===== src/rtl/bus_initiator_if.sv =====
// Client command/result and femto bus signals of one bus initiator.
// master: the initiator's view (accepts commands, drives the bus).
// slave:  the client + responder view (issues commands, answers the bus).
interface bus_initiator_if #(
  parameter int VA_WIDTH  = 32,
  parameter int BUS_WIDTH = 32,
  parameter int ACC_WIDTH = 2
);
  // client command channel
  logic                 cmd_valid;
  logic                 cmd_ready;
  logic [VA_WIDTH-1:0]  cmd_addr;
  logic                 cmd_w_rb;
  logic [ACC_WIDTH-1:0] cmd_acc;
  logic [BUS_WIDTH-1:0] cmd_wdata;
  // client result channel
  logic                 rsp_valid;
  logic [1:0]           rsp_err;
  logic [BUS_WIDTH-1:0] rsp_rdata;
  // femto bus
  logic [VA_WIDTH-1:0]  addr;
  logic                 w_rb;
  logic [ACC_WIDTH-1:0] acc;
  logic [BUS_WIDTH-1:0] wdata;
  logic                 req;
  logic [BUS_WIDTH-1:0] rdata;
  logic                 resp;
  logic                 fault;

  modport master (
    input  cmd_valid, cmd_addr, cmd_w_rb, cmd_acc, cmd_wdata,
    input  rdata, resp, fault,
    output cmd_ready, rsp_valid, rsp_err, rsp_rdata,
    output addr, w_rb, acc, wdata, req
  );

  modport slave (
    output cmd_valid, cmd_addr, cmd_w_rb, cmd_acc, cmd_wdata,
    output rdata, resp, fault,
    input  cmd_ready, rsp_valid, rsp_err, rsp_rdata,
    input  addr, w_rb, acc, wdata, req
  );
endinterface


===== src/rtl/bus_initiator.sv =====
// Femto bus initiator: runs one client command as a single bus transfer and
// returns a one-cycle result (ok / fault / timeout).
// Ports: clk, rst (async active-high), bif (bus_initiator_if.master: command,
// result and bus signals). Nominal: accept N, req N+1, resp N+2, result N+3.
module bus_initiator #(
  parameter int VA_WIDTH  = 32,
  parameter int BUS_WIDTH = 32,
  parameter int ACC_WIDTH = 2,
  parameter int TIMEOUT   = 16   // wait cycles after req, 2..255
) (
  input  logic             clk,
  input  logic             rst,
  bus_initiator_if.master  bif
);

  typedef enum logic [1:0] {IDLE, REQ, WAIT, DONE} state_t;

  localparam logic [1:0] ERR_OK      = 2'b00;
  localparam logic [1:0] ERR_FAULT   = 2'b01;
  localparam logic [1:0] ERR_TIMEOUT = 2'b10;
  localparam logic [7:0] CNT_LAST    = 8'(TIMEOUT - 1);

  state_t               state;
  logic [7:0]           cnt;
  logic                 req_q;
  logic                 rsp_valid_q;
  logic [1:0]           rsp_err_q;
  logic [BUS_WIDTH-1:0] rsp_rdata_q;
  logic [VA_WIDTH-1:0]  addr_q;
  logic                 w_rb_q;
  logic [ACC_WIDTH-1:0] acc_q;
  logic [BUS_WIDTH-1:0] wdata_q;

  always_ff @(posedge clk or posedge rst) begin
    if (rst) begin
      state       <= IDLE;
      cnt         <= '0;
      req_q       <= 1'b0;
      rsp_valid_q <= 1'b0;
      rsp_err_q   <= ERR_OK;
      rsp_rdata_q <= '0;
      addr_q      <= '0;
      w_rb_q      <= 1'b0;
      acc_q       <= '0;
      wdata_q     <= '0;
    end else begin
      // req and rsp_valid are single-cycle strobes, raised only on entry
      // to REQ and DONE respectively.
      req_q       <= 1'b0;
      rsp_valid_q <= 1'b0;
      case (state)
        IDLE: begin
          if (bif.cmd_valid) begin
            addr_q  <= bif.cmd_addr;
            w_rb_q  <= bif.cmd_w_rb;
            acc_q   <= bif.cmd_acc;
            wdata_q <= bif.cmd_wdata;
            req_q   <= 1'b1;
            state   <= REQ;
          end
        end
        REQ: begin
          // Responders reject combinationally in the req cycle; resp is
          // never looked at here.
          if (bif.fault) begin
            rsp_err_q   <= ERR_FAULT;
            rsp_rdata_q <= '0;
            rsp_valid_q <= 1'b1;
            state       <= DONE;
          end else begin
            cnt   <= '0;
            state <= WAIT;
          end
        end
        WAIT: begin
          // resp is checked before the timeout so a completion on the last
          // wait cycle still counts as ok. fault is ignored here.
          if (bif.resp) begin
            rsp_err_q   <= ERR_OK;
            rsp_rdata_q <= w_rb_q ? '0 : bif.rdata;
            rsp_valid_q <= 1'b1;
            state       <= DONE;
          end else if (cnt == CNT_LAST) begin
            rsp_err_q   <= ERR_TIMEOUT;
            rsp_rdata_q <= '0;
            rsp_valid_q <= 1'b1;
            state       <= DONE;
          end else begin
            cnt <= cnt + 8'd1;
          end
        end
        DONE: begin
          state <= IDLE;
        end
        default: begin
          state <= IDLE;
        end
      endcase
    end
  end

  assign bif.cmd_ready = (state == IDLE);
  assign bif.req       = req_q;
  assign bif.rsp_valid = rsp_valid_q;
  assign bif.rsp_err   = rsp_err_q;
  assign bif.rsp_rdata = rsp_rdata_q;
  assign bif.addr      = addr_q;
  assign bif.w_rb      = w_rb_q;
  assign bif.acc       = acc_q;
  assign bif.wdata     = wdata_q;

endmodule


===== src/flat_wrapper.sv =====
// flat-port wrapper written by rule: the top's interface ports become plain ports
module bus_initiator_flat 
#(
  parameter int VA_WIDTH  = 32,
  parameter int BUS_WIDTH = 32,
  parameter int ACC_WIDTH = 2,
  parameter int TIMEOUT   = 16                                   
)
  (clk, rst, bif_cmd_valid, bif_cmd_addr, bif_cmd_w_rb, bif_cmd_acc, bif_cmd_wdata, bif_rdata, bif_resp, bif_fault, bif_cmd_ready, bif_rsp_valid, bif_rsp_err, bif_rsp_rdata, bif_addr, bif_w_rb, bif_acc, bif_wdata, bif_req);
  bus_initiator_if #(.VA_WIDTH(VA_WIDTH), .BUS_WIDTH(BUS_WIDTH), .ACC_WIDTH(ACC_WIDTH)) bif_i ();
  input  logic clk;
  input  logic rst;
  input wire logic [$bits(bif_i.cmd_valid)-1:0] bif_cmd_valid;
  input wire logic [$bits(bif_i.cmd_addr)-1:0] bif_cmd_addr;
  input wire logic [$bits(bif_i.cmd_w_rb)-1:0] bif_cmd_w_rb;
  input wire logic [$bits(bif_i.cmd_acc)-1:0] bif_cmd_acc;
  input wire logic [$bits(bif_i.cmd_wdata)-1:0] bif_cmd_wdata;
  input wire logic [$bits(bif_i.rdata)-1:0] bif_rdata;
  input wire logic [$bits(bif_i.resp)-1:0] bif_resp;
  input wire logic [$bits(bif_i.fault)-1:0] bif_fault;
  output wire logic [$bits(bif_i.cmd_ready)-1:0] bif_cmd_ready;
  output wire logic [$bits(bif_i.rsp_valid)-1:0] bif_rsp_valid;
  output wire logic [$bits(bif_i.rsp_err)-1:0] bif_rsp_err;
  output wire logic [$bits(bif_i.rsp_rdata)-1:0] bif_rsp_rdata;
  output wire logic [$bits(bif_i.addr)-1:0] bif_addr;
  output wire logic [$bits(bif_i.w_rb)-1:0] bif_w_rb;
  output wire logic [$bits(bif_i.acc)-1:0] bif_acc;
  output wire logic [$bits(bif_i.wdata)-1:0] bif_wdata;
  output wire logic [$bits(bif_i.req)-1:0] bif_req;
  assign bif_i.cmd_valid = bif_cmd_valid;
  assign bif_i.cmd_addr = bif_cmd_addr;
  assign bif_i.cmd_w_rb = bif_cmd_w_rb;
  assign bif_i.cmd_acc = bif_cmd_acc;
  assign bif_i.cmd_wdata = bif_cmd_wdata;
  assign bif_i.rdata = bif_rdata;
  assign bif_i.resp = bif_resp;
  assign bif_i.fault = bif_fault;
  assign bif_cmd_ready = bif_i.cmd_ready;
  assign bif_rsp_valid = bif_i.rsp_valid;
  assign bif_rsp_err = bif_i.rsp_err;
  assign bif_rsp_rdata = bif_i.rsp_rdata;
  assign bif_addr = bif_i.addr;
  assign bif_w_rb = bif_i.w_rb;
  assign bif_acc = bif_i.acc;
  assign bif_wdata = bif_i.wdata;
  assign bif_req = bif_i.req;
  bus_initiator #(.VA_WIDTH(VA_WIDTH), .BUS_WIDTH(BUS_WIDTH), .ACC_WIDTH(ACC_WIDTH), .TIMEOUT(TIMEOUT)) u_core (.clk(clk), .rst(rst), .bif(bif_i));
endmodule

===== config.mk =====
export PLATFORM = sky130hd
export DESIGN_NAME = bus_initiator_flat
export DESIGN_NICKNAME = d
export VERILOG_FILES = /design/src/rtl/bus_initiator_if.sv /design/src/rtl/bus_initiator.sv /design/src/flat_wrapper.sv
export SDC_FILE = /design/constraint.sdc
export NUM_CORES = 1
export LEC_CHECK = 0
export CAP_MARGIN = 20
export CORE_ASPECT_RATIO = 0.75
export CORE_MARGIN = 4
export CORE_UTILIZATION = 42
export DETAILED_ROUTE_END_ITERATION = 8
export MAX_ROUTING_LAYER = met4
export PLACE_DENSITY = 0.9
export SYNTH_ARGS = -nofsm -noshare
export SYNTH_HDL_FRONTEND = slang
export SYNTH_SLANG_ARGS = --single-unit

===== constraint.sdc =====
create_clock -name clk -period 4.7 [get_ports clk]
set_input_delay 0.94 -clock clk [delete_from_list [all_inputs] [get_ports clk]]
set_output_delay 0.94 -clock clk [all_outputs]
set_load 0.005 [all_outputs]

==> results of run 1 <==
## metrics by stage
step	instances	hold slack, ns	util	power [mW]
global route	734	0.511	0.693	5.24
finish	734	0.501	0.693	4.95
global placement	701	0.489	0.631	3.49
detailed placement	701	0.495	0.631	3.59
floorplan	373	0.485	-	2.48
CTS	732	0.506	0.689	4.98
## flip-flops by register name, indices dropped and copies added (netlist names)
name                  cells
u_core.bif.w_rb           1
u_core.cnt                8
u_core.bif.rsp_rdata     32
u_core.state              2
u_core.bif.req            1
u_core.bif.rsp_err        2
u_core.bif.addr          32
u_core.bif.rsp_valid      1
u_core.bif.acc            2
u_core.bif.wdata         32
## cell usage in the layout (no fill, tap or decap), types with 3 or more instances in the layout
cell type / n
a21oi_1: 5
buf_4: 6
bufinv_16: 4
clkbuf_16: 17
clkbuf_8: 4
clkdlybuf4s50_1: 207
clkinv_2: 4
dfrtp_1: 113
ha_1: 5
inv_1: 8
mux2_2: 68
nand2_1: 37
nand3_1: 3
nor2_1: 4
o21ai_0: 38
o31ai_1: 31
o31ai_2: 3
## logic make-up after synthesis
logic type | Yosys count | synth area share
and+or+nand+nor | 57 | 0.0576
muxes | 69 | 0.164
DFF | 113 | 0.597
buffers and inverters | 34 | 0.0346
adders and majority gates | 5 | 0.0132
AOI/OAI and AO/OA | 95 | 0.133
## routing by layer
layer	vias to the layer above	track usage	wire, um
li1	1760	-	-
met1	1792	0.254	5580
met2	177	0.318	6280
met3	8	0.0537	963
met4	0	0.0711	95
met5	-	-	0
## power breakdown
part | leakage [nW] | internal [mW] | switching (mW)
Clock | 0.315 | 0.937 | 0.421
Sequential | 1.42 | 1.38 | 0.231
Combinational | 1.39 | 1.18 | 0.805
Total | 3.12 | 3.50 | 1.46
## worst max-delay path, stage by stage
cell,delay (ns)
clkdlybuf4s50_1,0.49
and2_2,0.71
buf_4,0.44
mux2_2,0.39
## final timing paths
| kind | endpoint | from | slack (ns) |
|---|---|---|---|
| worst max register to register | u_core.bif.addr[10]$_DFFE_PP0P_ | u_core.state[0]$_DFFE_PP0P_ | 2.28 |
| min in group asynchronous | u_core.bif.wdata[24]$_DFFE_PP0P_ | rst | 1.03 |
| worst min-delay path | u_core.bif.wdata[13]$_DFFE_PP0P_ | u_core.bif.wdata[13]$_DFFE_PP0P_ | 0.50 |
| worst max-delay path | u_core.bif.addr[10]$_DFFE_PP0P_ | bif_cmd_valid | 1.99 |
| max in group asynchronous | u_core.bif.rsp_rdata[7]$_DFFE_PP0P_ | rst | 2.78 |
| worst min register to register | u_core.bif.wdata[13]$_DFFE_PP0P_ | u_core.bif.wdata[13]$_DFFE_PP0P_ | 0.50 |
## area by class of cell
class	instances	area share
sequential	113	0.372
timing repair buffer	215	0.284
multi-input combinational	226	0.232
clock buffer	21	0.0631
tap	140	0.0230
clock inverter	10	0.0206
inverter	9	0.00477
==> results.md, run 1 <==
- Shortest period the worst path allows: 2.71 ns
- Final Net Count: 691
- RSZ-0062 raised after global routing: no
- Starting Density: 0.431
- Pleak: 3.12 nW
- Crit path capture type: register
- Total GRT Usage: 0.202
- CP Max Fanout: 35
- Final setup fails: 0
- Area delta synth->final: 60.7%
- Drt wl/cell: 17.6 um
- Clock tree buffer depth: 2
- Post-Route WL: 12900 um
- Vias per cell: 5.09
- I/O Pins: ~210
- Post-CTS setup buffers: 0
- Post-synth cell types: 39
- Root Buffer: clkbuf_16
- Vias in the first global route: 3901
- Primary FF master, synth: dfrtp_1
- Routability Congestion: 0.837
- Post-Synthesis Cells: 373
- Period Utilization, post-route: 0.577
- Status: completed
- CTS buffer count: 17
- Site Rows: 33
- Final Hold Viols: 0
- Pwr Density: 651 nW/um^2
- FMAX: 368 MHz
- Leading area contributor after synthesis: dfrtp_1
- Setup TNS: 0 ns
- Worst skew pair latency: 0.39 ns
- DRC errors left: 0
- Storage element area: around 2800 um^2
- Worst slew pin tran: ~0.84 ns
- WP data arrival: 2.98 ns
- Synthesized cell area: 4730 um^2
- Worst-case reg-to-reg path depth: 5
- Seq/Total Area, Yosys: 0.597
- VDD IR-drop max: 0.302 mV
- CTS tree: yes
- Fin worst setup slack: 1.99 ns
- Post-cts resize count: 0
- Final Slew Violations: 0
- First-pass iteration count of the detailed router: 5
- MaxCap Viol Count: 0
- Top cell type's share of synthesized area: 0.597
- CTS Sinks: between 100 and 150
- Post-synthesis async set-or-reset flop share: 1.00
- Antenna diodes: 0
- Synth warn: 0
- Most common cell in the netlist: dfrtp_1
- Width of the die: 131 um
- EDFF count, synth: 0
- Die H: between 90 and 100 um
- CTS Hold Bufs: 0
- ANT nets after route: 0
- Register bit total from synthesis: 113
- Vias: 3737
- Mapped Avg Cell Area: 12.7 um^2
- Crit start category: input port
- Fraction of layout cells with a size suffix above 1: 0.199
- Port Buffers: 207
- Hold path cells: 1
- Dominant cells by area after synthesis: dfrtp_1, mux2_2, o31ai_1
- Fillers: approximately 750
- Post-synth top cells: dfrtp_1, mux2_2, o21ai_0
- Finished Cell Area: 7610 um^2
- DP Worst Slack: about 1.4 ns
- Core Footprint: approximately 11000 um^2
- CP Data Required Time: 4.96 ns
- Worst clock skew: ~0.0093 ns
- DIE AREA: ~13000 um^2
- Placement Cell Area: slightly below 7000 um^2
- Syn nets: 482
- Grt ovf: 0
- Largest net degree at the start of global routing: 58
- HP Class: register to register
- Initial antenna violation count: 0
- CTS clock-pin slew for the worst setup and hold paths: 0.05 ns
- First-pass GRT wire length: between 15000 and 20000 um
- WS Path Type: input port to register
- Multi-input gate area: 1770 um^2
- DP Wirelength: 9220 um
- Starting DRT DRC Count: 208
- H-tree depth: 4
- Relative slew slack: 0.438
(Power assumes the default switching activity.)
==> run 2: changes to the inputs <==
--- a/config.mk
+++ b/config.mk
@@ -8,10 +8,10 @@
 export CAP_MARGIN = 20
 export CORE_ASPECT_RATIO = 0.75
 export CORE_MARGIN = 4
-export CORE_UTILIZATION = 42
+export CORE_UTILIZATION = 38
 export DETAILED_ROUTE_END_ITERATION = 8
 export MAX_ROUTING_LAYER = met4
-export PLACE_DENSITY = 0.9
+export PLACE_DENSITY = 0.86
 export SYNTH_ARGS = -nofsm -noshare
 export SYNTH_HDL_FRONTEND = slang
 export SYNTH_SLANG_ARGS = --single-unit
==> constraint.sdc (replaced) <==
create_clock -name clk -period 2.47 [get_ports clk]
set_input_delay 0.494 -clock clk [delete_from_list [all_inputs] [get_ports clk]]
set_output_delay 0.494 -clock clk [all_outputs]
set_load 0.005 [all_outputs]
==> results.md, run 2 (synthesized netlist as in run 1, its figures left out) <==
- CP Data Required Time: 1.98 ns
- Final setup fails: 0
- Post-CTS setup buffers: 0
- Slowest-stage cell, CP: clkdlybuf4s50_1
- Commonest non-fill, non-tap cell in the layout: clkdlybuf4s50_1
- DIE AREA: 14300 um^2
- Area delta synth->final: 62.2%
- CTS Sinks: 113
- DP Worst Slack: 0.265 ns
- Clock tree buffer depth: 2
- MaxCap Viol Count: 0
- Crit Reg-Reg Startpoint: u_core.state[0]$_DFFE_PP0P_
- ANT nets after route: 0
- Relative slew slack: 0.605
- Largest net degree at the start of global routing: 114
- CTS Hold Bufs: 0
- Vias per cell: about 4.9
- DRC errors left: 0
- Width of the die: 137 um
- Endpoint, Worst Hold: u_core.bif.wdata[28]$_DFFE_PP0P_
- Top Family by Delay on Critical Path: buffers and inverters
- Hold path cells: 1
- Crit-path cells: inv_1 -> ha_1 -> clkdlybuf4s50_1
- Crit start category: register
- CP Max Fanout: 4
- Pwr Density: approximately 1200 nW/um^2
- Worst slew pin tran: 0.592 ns
- Shortest period the worst path allows: 2.14 ns
- Period Utilization, post-route: 0.867
- Starting Density: 0.388
- Routability Congestion: just over 0.9
- DP Wirelength: 9150 um
- R2R setup slack: around 0.35 ns
- Setup TNS: 0 ns
- Vias: 3730
- Vias in the first global route: 3955
- Final Net Count: 693
- Grt ovf: 0
- VDD IR-drop max: 0.731 mV
- CTS buffer count: 17
- Site Rows: 35
- First-pass GRT wire length: between 20000 and 25000 um
- Root Buffer: clkbuf_16
- Min-delay src: u_core.bif.wdata[28]$_DFFE_PP0P_
- Fillers: roughly 900
- CTS clock-pin slew for the worst setup and hold paths: approximately 0.05 ns
- Total GRT Usage: 0.184
- Reg2reg end: u_core.cnt[3]$_DFFE_PP0P_
- Antenna diodes: 0
- Post-cts resize count: 0
- Pleak: between 3 and 4 nW
- Worst-case reg-to-reg path depth: 6
- First-pass iteration count of the detailed router: 5
- Crit path capture type: output pin
- Port Buffers: 207
- Initial antenna violation count: 0
- Starting DRT DRC Count: 155
- RSZ-0062 raised after global routing: no
- Worst clock skew: 0.0143 ns
- Critical path depth: 3
- Most frequent cells in the layout: clkdlybuf4s50_1, dfrtp_1, mux2_2
- H-tree depth: 4
- WS Path Type: register to output pin
- WP buf/inv: 2
- Final Slew Violations: 0
- Final Hold Viols: 0
- Worst hold slack: 0.501 ns
- Status: completed
- CP peak stage delay: 0.52 ns
- WP data arrival: 1.65 ns
- Fraction of layout cells with a size suffix above 1: 0.200
- FMAX: around 470 MHz
- Post-Route WL: 12700 um
- I/O Pins: around 210
- Die H: between 100 and 150 um
- Core Footprint: ~12000 um^2
- HP Class: register to register
- Worst skew pair latency: 0.40 ns
- Fin worst setup slack: 0.329 ns
- Drt wl/cell: about 17 um
- CTS tree: yes
-- run 2: cell count changes in the layout (fill, tap and decap cells not counted) --
cell | previous run | this run
clkinv_2 | 4 | 3
buf_12 | 1 | 6
bufinv_16 | 4 | 3
inv_6 | 0 | 1
clkinvlp_4 | 1 | 3
clkbuf_1 | 0 | 1
clkinv_4 | 1 | 0
inv_4 | 1 | 0
buf_16 | 1 | 0
buf_4 | 6 | 4
-- run 2: cell type report --
| type | instances | area, um^2 | area share |
|---|---|---|---|
| multi-input cells | 226 | 1770 | 0.230 |
| well taps | 166 | 208 | 0.0271 |
| clock buffers | 22 | 484 | 0.0631 |
| inverters | 9 | 37.5 | 0.00489 |
| flip-flops and latches | 113 | 2830 | 0.368 |
| repair buffers | 217 | 2220 | 0.289 |
| clock inverters | 9 | 129 | 0.0168 |
-- run 2: power breakdown --
group	internal (mW)	total, mW	switching [mW]
sequential	2.62	3.04	0.413
combinational	2.33	3.86	1.53
clock	1.69	2.50	0.817
-- run 2: how the worst max path moves through the flow --
stage	startpoint	endpoint	slack, ns
2_1_floorplan	rst	u_core.bif.acc[0]$_DFFE_PP0P_	0.60
3_3_place_gp	bif_fault	u_core.cnt[3]$_DFFE_PP0P_	0.31
3_5_place_dp	bif_fault	u_core.cnt[3]$_DFFE_PP0P_	0.27
4_1_cts	u_core.state[0]$_DFFE_PP0P_	bif_cmd_ready	0.30
5_1_grt	u_core.state[0]$_DFFE_PP0P_	u_core.cnt[3]$_DFFE_PP0P_	0.18
6_report	u_core.state[0]$_DFFE_PP0P_	bif_cmd_ready	0.33
-- run 2: metrics by stage --
stage | cells | total power [mW] | area [um^2] | utilization
6_report | 762 | 9.40 | 7680 | 0.628
5_1_grt | 762 | 9.98 | 7680 | 0.628
4_1_cts | 762 | 9.52 | 7680 | 0.628
3_5_place_dp | 731 | 6.97 | 7060 | 0.578
3_3_place_gp | 731 | 6.79 | 7060 | 0.578
2_1_floorplan | 373 | 4.72 | 4740 | -
-- run 2: routing by layer --
| layer | global-route usage | part of all wire |
|---|---|---|
| met5 | - | 0 |
| met2 | 0.290 | 0.49 |
| met4 | 0.0499 | 0.0046 |
| met3 | 0.0664 | 0.079 |
| met1 | 0.224 | 0.43 |
